==> config.mk <==
export PLATFORM = sky130hd
export DESIGN_NAME = kb_cmd_decoder
export DESIGN_NICKNAME = d
export VERILOG_FILES = /design/src/rtl/kb_cmd_decoder.sv
export SDC_FILE = /design/constraint.sdc
export NUM_CORES = 1
export LEC_CHECK = 0
export ABC_AREA = 1
export BUFFER_PORTS_ARGS = -buffer_cell sky130_fd_sc_hd__buf_4
export CORE_ASPECT_RATIO = 0.7
export CORE_MARGIN = 2
export CORE_UTILIZATION = 45
export CTS_CLUSTER_SIZE = 14
export DETAILED_ROUTE_END_ITERATION = 6
export PLACE_DENSITY = 0.79
export SYNTH_ARGS = -nofsm -noshare
export SYNTH_HDL_FRONTEND = slang
export SYNTH_SLANG_ARGS = --single-unit
==> constraint.sdc <==
create_clock -name clk -period 1.65 [get_ports clk]
set_input_delay 0.165 -clock clk [delete_from_list [all_inputs] [get_ports clk]]
set_output_delay 0.165 -clock clk [all_outputs]
set_load 0.05 [all_outputs]
==> src/rtl/kb_cmd_decoder.sv <==
// ---------------------------------------------------------------------------
// kb_cmd_decoder
//
// Purpose:
//   Turns PS/2 set-2 scan codes into configuration commands for a small
//   front panel. Function keys select a mode, keypad '+' saves and leaves
//   configuration, and the arrow keys (extended codes) produce one-cycle
//   navigation strobes while a mode is selected. A four-state prefix FSM
//   (IDLE / EXT / BRK / EXT_BRK) tracks the E0 and F0 prefixes, so break
//   codes never trigger commands.
//
// Optional feature:
//   KB_TYPEMATIC_FILTER_EN - when defined, the last make code and its
//   extended flag are stored. A repeated identical make is then ignored
//   until the matching break code arrives. Without the macro every
//   typematic repeat acts, and the last-key register is not built.
//
// Parameters:
//   N          scan-code width (default 8)
//   NUM_MODES  number of selectable function-key modes, 1..4 (default 3)
//
// Ports:
//   clk            system clock, rising edge
//   reset          synchronous active-high reset, highest priority
//   key_code       scan code, qualified by got_code_tick
//   got_code_tick  one-cycle strobe marking a new key_code
//   reset_guardar  synchronous clear of guardar / save_pulse
//   mode           one-hot selected mode (bit0=F1 .. bit3=F4)
//   configurando   high while any mode is selected
//   Fs             display code of the active mode (F1..F4, 00 when none)
//   guardar        level flag set by the save key
//   save_pulse     one-cycle strobe on each accepted save key
//   nav            one-cycle strobes {right,left,down,up}
//   key_err        one-cycle strobe on a prefix-protocol error
// ---------------------------------------------------------------------------
module kb_cmd_decoder #(
  parameter int N         = 8,
  parameter int NUM_MODES = 3
) (
  input  logic                 clk,
  input  logic                 reset,
  input  logic [N-1:0]         key_code,
  input  logic                 got_code_tick,
  input  logic                 reset_guardar,
  output logic [NUM_MODES-1:0] mode,
  output logic                 configurando,
  output logic [N-1:0]         Fs,
  output logic                 guardar,
  output logic                 save_pulse,
  output logic [3:0]           nav,
  output logic                 key_err
);

  localparam logic [N-1:0] C_EXT   = N'(8'hE0);
  localparam logic [N-1:0] C_BRK   = N'(8'hF0);
  localparam logic [N-1:0] C_F1    = N'(8'h05);
  localparam logic [N-1:0] C_F2    = N'(8'h06);
  localparam logic [N-1:0] C_F3    = N'(8'h04);
  localparam logic [N-1:0] C_F4    = N'(8'h0C);
  localparam logic [N-1:0] C_SAVE  = N'(8'h79);
  localparam logic [N-1:0] C_UP    = N'(8'h75);
  localparam logic [N-1:0] C_DOWN  = N'(8'h72);
  localparam logic [N-1:0] C_LEFT  = N'(8'h6B);
  localparam logic [N-1:0] C_RIGHT = N'(8'h74);
  localparam logic [N-1:0] C_FS0   = N'(8'hF1);

  typedef enum logic [1:0] {
    S_IDLE    = 2'd0,
    S_EXT     = 2'd1,
    S_BRK     = 2'd2,
    S_EXT_BRK = 2'd3
  } state_t;

  state_t state_q, state_d;

  logic [NUM_MODES-1:0] mode_q, mode_d;
  logic [N-1:0]         fs_q, fs_d;
  logic                 guardar_q, guardar_d;
  logic                 save_q, save_d;
  logic [3:0]           nav_q, nav_d;
  logic                 err_q, err_d;

  // Code classification for the current tick.
  logic is_ext, is_brk, is_prefix;
  logic make_tick, ext_make_tick, brk_tick;
  logic repeat_hit;
  logic make_ok, ext_make_ok;

  assign is_ext    = (key_code == C_EXT);
  assign is_brk    = (key_code == C_BRK);
  assign is_prefix = is_ext | is_brk;

  assign make_tick     = got_code_tick && (state_q == S_IDLE) && !is_prefix;
  assign ext_make_tick = got_code_tick && (state_q == S_EXT)  && !is_prefix;
  assign brk_tick      = got_code_tick && !is_prefix &&
                         ((state_q == S_BRK) || (state_q == S_EXT_BRK));

`ifdef KB_TYPEMATIC_FILTER_EN
  // {valid, extended, code} of the last make seen; valid=0 means empty.
  logic [N+1:0] last_q, last_d;
  logic         make_ext_flag;
  logic         brk_ext_flag;

  assign make_ext_flag = (state_q == S_EXT);
  assign brk_ext_flag  = (state_q == S_EXT_BRK);
  assign repeat_hit    = last_q == {1'b1, make_ext_flag, key_code};

  always_comb begin
    last_d = last_q;
    if (make_tick || ext_make_tick) begin
      last_d = {1'b1, make_ext_flag, key_code};
    end else if (brk_tick && (last_q == {1'b1, brk_ext_flag, key_code})) begin
      last_d = '0;
    end
  end

  always_ff @(posedge clk) begin
    if (reset) begin
      last_q <= '0;
    end else begin
      last_q <= last_d;
    end
  end
`else
  assign repeat_hit = 1'b0;
`endif

  assign make_ok     = make_tick && !repeat_hit;
  assign ext_make_ok = ext_make_tick && !repeat_hit;

  // State register (FSM plus registered outputs).
  always_ff @(posedge clk) begin
    if (reset) begin
      state_q   <= S_IDLE;
      mode_q    <= '0;
      fs_q      <= '0;
      guardar_q <= 1'b0;
      save_q    <= 1'b0;
      nav_q     <= 4'b0;
      err_q     <= 1'b0;
    end else begin
      state_q   <= state_d;
      mode_q    <= mode_d;
      fs_q      <= fs_d;
      guardar_q <= guardar_d;
      save_q    <= save_d;
      nav_q     <= nav_d;
      err_q     <= err_d;
    end
  end

  // Next-state logic.
  always_comb begin
    state_d = state_q;
    if (got_code_tick) begin
      unique case (state_q)
        S_IDLE: begin
          if (is_ext)      state_d = S_EXT;
          else if (is_brk) state_d = S_BRK;
        end
        S_EXT: begin
          if (is_brk)      state_d = S_EXT_BRK;
          else if (!is_ext) state_d = S_IDLE;
        end
        default: state_d = S_IDLE;
      endcase
    end
  end

  // Output logic: computes the next value of every registered output.
  logic       sel_hit;
  logic [1:0] sel_idx;

  always_comb begin
    sel_hit = 1'b0;
    sel_idx = 2'd0;
    if (key_code == C_F1) begin
      sel_hit = 1'b1; sel_idx = 2'd0;
    end else if (key_code == C_F2) begin
      sel_hit = 1'b1; sel_idx = 2'd1;
    end else if (key_code == C_F3) begin
      sel_hit = 1'b1; sel_idx = 2'd2;
    end else if (key_code == C_F4) begin
      sel_hit = 1'b1; sel_idx = 2'd3;
    end
    // Modes beyond NUM_MODES do not exist in this build.
    if (int'(sel_idx) >= NUM_MODES) sel_hit = 1'b0;
  end

  always_comb begin
    mode_d    = mode_q;
    fs_d      = fs_q;
    guardar_d = guardar_q;
    save_d    = 1'b0;
    nav_d     = 4'b0;
    err_d     = 1'b0;

    // A prefix is only legal as E0 in IDLE, F0 in IDLE or F0 after E0.
    if (got_code_tick && is_prefix && (state_q != S_IDLE) &&
        !((state_q == S_EXT) && is_brk)) begin
      err_d = 1'b1;
    end

    if (make_ok) begin
      if (sel_hit) begin
        for (int i = 0; i < NUM_MODES; i++) begin
          mode_d[i] = (i == int'(sel_idx));
        end
        fs_d      = C_FS0 + N'(sel_idx);
        guardar_d = 1'b0;
      end else if (key_code == C_SAVE) begin
        mode_d    = '0;
        fs_d      = '0;
        guardar_d = 1'b1;
        save_d    = 1'b1;
      end
    end

    if (ext_make_ok && (|mode_q)) begin
      if (key_code == C_UP)         nav_d = 4'b0001;
      else if (key_code == C_DOWN)  nav_d = 4'b0010;
      else if (key_code == C_LEFT)  nav_d = 4'b0100;
      else if (key_code == C_RIGHT) nav_d = 4'b1000;
    end

    // Clearing the save flag wins over a save key in the same cycle.
    if (reset_guardar) begin
      guardar_d = 1'b0;
      save_d    = 1'b0;
    end
  end

  assign mode         = mode_q;
  assign configurando = |mode_q;
  assign Fs           = fs_q;
  assign guardar      = guardar_q;
  assign save_pulse   = save_q;
  assign nav          = nav_q;
  assign key_err      = err_q;

endmodule

# Word level (Yosys, flattened, before mapping)
# Index checks and enable logic that the tools add are counted.
# totals
reg_bits	20
output_inout_bits	19
in_bits	12
elab_cells	81
# classes
n_mux	26
n_eq_ne	16
n_reduce_logical	24
n_bitwise	3
order_cmp	1
n_addsub	1
# ops
op	count
$eq 8x7->1 const B	5
$eq 8x3->1 const B	3
$mux 2	9
$eq 8x8->1 const B	2
$mux 8	2
$mux 1	10
$logic_and 1x1->1	9
$mux 3	3
$eq 8x4->1 const B	1
$reduce_or 4->1	2
$add 5x3->6 const A	1
$ne 3x3->1 const B	2
$reduce_or 3->1	2
$reduce_or 5->1	1
$eq 2x2->1 const A	2
$logic_not 2->1	2
$mux 4	1
$pmux 2 s2	1
$reduce_bool 2->1	2
$reduce_or 2->1	2
$reduce_and 3->1	1
$eq 2x1->1 const B	1
$ge 2x2->1 const B	1
$logic_not 1->1	2
3 further kinds	4

# Depth between registers and ports, before layout
# depth
depth_word	9
ltp_mapped	14
mapped_depth_nobuf	14

# Least setup slack after synthesis
# OpenSTA, ideal clock, no wires.
# synth_timing
path_type	reg2reg
start	reg mode_q[1] (netlist: mode[1])
end	reg nav_q[2] (netlist: nav[2])
setup_time_ns	0.064
n_path_buf	0
arrival_ns	1.539
period_less_slack_ns	1.603
t_required_ns	1.586
slack_ns	0.047
path_stages_with_launch	6
cell_sequence	dfxtp_1 > or3_1 > nand3_1 > nor2_1 > nand2_1 > nor2_1
# synth_between
elab_chain_len	4
# synth_rtl
item	line	source
start, declared	76	logic [NUM_MODES-1:0] mode_q, mode_d;
start signal, assigned	143	mode_q <= mode_d;
$reduce_or 3->1	n/a	
via configurando	46	output logic configurando,
$logic_and 1x1->1	219	if (ext_make_ok && (|mode_q)) begin
$not 1->1 (no line)	n/a	
$reduce_or 4->1 (no line)	n/a	
end signal, assigned	147	nav_q <= nav_d;
end, declared	80	logic [3:0] nav_q, nav_d;
# The timed path passes the listed nets, and every way through them passes these cells.
# A chain may end at the register's enable or synchronous reset.

# Worst setup path in the final report
# layout_timing
start	reg mode_q[1] (netlist: mode[1])
end	out configurando
# layout_between
elab_chain_len	1
# layout_rtl
item	line	source
$reduce_or 3->1	234	assign configurando = |mode_q;
end, declared	46	
# No other way between the ends.

==> out/metrics.csv <==
metric,value,unit
status,completed,
post-synth net total,154,
"Clk pin slew, worst setup/hold paths",90,ps
slowest cell delay on critical path,400,ps
R2R setup slack,370,ps
initial DRC count,45,
Skew-Pair Late Insertion Delay,290,ps
"Setup Fix Bufs, Post-CTS",0,
Reg-to-Reg Start,state_q[0],
Sw Ratio,28.87,%
library cells used by synthesis,26,
post-detailed-route via-to-cell ratio,4.670,
Max VDD drop,0.2777,mV
row cnt,14,
Logic pwr share,18.8,%
grt total ovfl,0,
Clock Power Share,32.6,%
setup TNS,0,ps
"Slowest-stage cell, CP",or3_1,
Worst Skew,5.177,ps
die height,43.39,um
first-pass GRT wire length,3629,um
antenna-violating nets left,0,
syn avg cell area,7.226,sq um
share of layout cells above drive strength 1,38.10,%
max-slew violations,0,
most frequent cells in the layout,"31 x buf_4, 29 x nand2_1, 19 x nor2_1",
CP arrival,1230,ps
Clock Sink Count,16,
DRT Pass-1 Iters,4,
share of flip-flops with an asynchronous set or reset,0,%
CTS Buffer Depth,2,
vias in the first global route,864,
crit path time final,1396,ps
Core ar.,2120,sq um
WL final,2109,um
P_int,577.4,uW
total CTS buffers,3,
Critical path origin,mode[1],
Initial Utilization,47.05,%
GRT Total Usage,18.17,%
Hold Buf Count CTS,0,
DIE WIDTH,60.27,um
RSZ-0062 raised after global routing,no,
NetSw,234.4,uW
max-cap viol count,0,
pwr/cell area,638.5,nW/um^2
Worst R2R End,mode[1],
initial antenna violation count,0,
Leakage,0.6716,nW
WP data required,1480,ps
I/O pin cnt,31,
Fill cells,196,
fin util,59.98,%
Critical Path Sink,configurando,
CP Launch Type,register,
FMAX,716.2,MHz
Mapped Cells,138,
final net count,185,
Synth Flop Type,dfxtp_1,
synth warn,0,
"most common cell after layout, fill and taps aside",buf_4,
H-tree levels,1,
DR DRC count,0,
post-CTS sizing,0,
critical path class,reg2out,
# diodes,0,
DIE AREA,2615,sq um
TritonCTS clock tree,done,
post-synthesis sequential area ratio,32.12,%
largest net degree at the start of global routing,10,
final worst-path cycle share,84.62,%
Root Driver,clkbuf_4,
routability cong.,0.8122,
Synth Cell Area,997.2,sq um
Reg2Reg Depth,9,
crit path max fanout,3,
P&R area growth vs syn,27.48,%
DR vias,934,
worst-path cell chain,or3_1 -> buf_4,
"EDFF count, synth",0,
final hold slack,38.97,ps
post-detail-place hpwl,1758,um
CP Capture Type,output port,
Hold Fails Final Rpt,0,
WL/cell,10.55,um
Seq pwr share,48.6,%
"FF+latch count, synth",16,
PortBufs,29,
endpoints failing setup,0,
worst hold path type,in2reg,
## flip-flops by register name, summed over array words and instances (netlist names)
name        cells
guardar         1
save_pulse      1
Fs              4
mode            3
nav             4
state_q         2
key_err         1
## power groups by stage
stage,Combinational [mW],Sequential [mW],Clock [mW]
final,0.153,0.395,0.264
after detailed placement,0.152,0.404,0
after global placement,0.145,0.403,0
after global routing,0.170,0.395,0.275
after CTS,0.153,0.395,0.269
after floorplan,0.101,0.405,0
## metrics by stage
step / area (sq um) / std cells / power [mW] / setup WS, ps
2_1_floorplan: 997.2 / 138 / 0.5059 / 46.97
3_3_place_gp: 1235 / 196 / 0.5484 / 55.74
3_5_place_dp: 1235 / 196 / 0.5557 / -18.69
4_1_cts: 1271 / 200 / 0.8172 / 247.7
5_1_grt: 1271 / 200 / 0.8402 / 158.8
6_report: 1271 / 200 / 0.8117 / 253.8
## cells in the mapped netlist, types with 2 or more instances
library cell  number  area share (%)
inv_1             17             6.4
nand2_2            4             2.5
nor4_1             3             1.9
dfxtp_1           16              32
nand2_4            3             3.4
nand4_1            2             1.3
inv_2              5             1.9
a21oi_2            5             4.4
nor2_1            19             7.2
buf_4              4             3.0
nor3_1             3             1.5
nor2_2             5             3.1
nand2_1           29              11
nand3_1            6             3.0
ha_1               4             5.0
nand3_2            2             2.0
nor2_4             2             2.3
## layer usage
metal  wire [um]  global-route usage [%]
met3          74                   1.791
met2        1011                   28.91
met5           0                       0
met4          33                   8.000
met1         990                   25.09
## critical path, delay by kind of cell (launching register included)
family	cells	cell delay [ps]
buffers and inverters	1	210
and+or+nand+nor	1	400
DFF	1	340
## cells by family after synthesis
kind of cell | after synthesis | synth area share, %
buffers and inverters | 27 | 11.79
AOI/OAI and AO/OA | 8 | 6.273
adders and majority gates | 4 | 5.019
and+or+nand+nor | 82 | 44.42
DFF | 16 | 32.12
other | 1 | 0.3761
## layout make-up
type	count	area (sq um)	share of cell area, %
Timing Repair Buffer	31	232.7	18.31
Tap cell	32	40.04	3.150
Sequential cell	16	320.3	25.20
Multi-Input combinational cell	95	559.3	44.00
Clock buffer	4	36.28	2.854
Inverter	22	82.58	6.496
## how the worst min path moves through the flow
stage	startpoint	endpoint	slack, ps	cells past startpoint
6_report	reset_guardar	save_pulse	40	2
5_1_grt	reset_guardar	save_pulse	40	2
2_1_floorplan	reset_guardar	save_pulse	240	1
3_5_place_dp	reset_guardar	save_pulse	350	2
4_1_cts	reset_guardar	save_pulse	40	2
3_3_place_gp	reset_guardar	save_pulse	350	2
(Power assumes the default switching activity.)
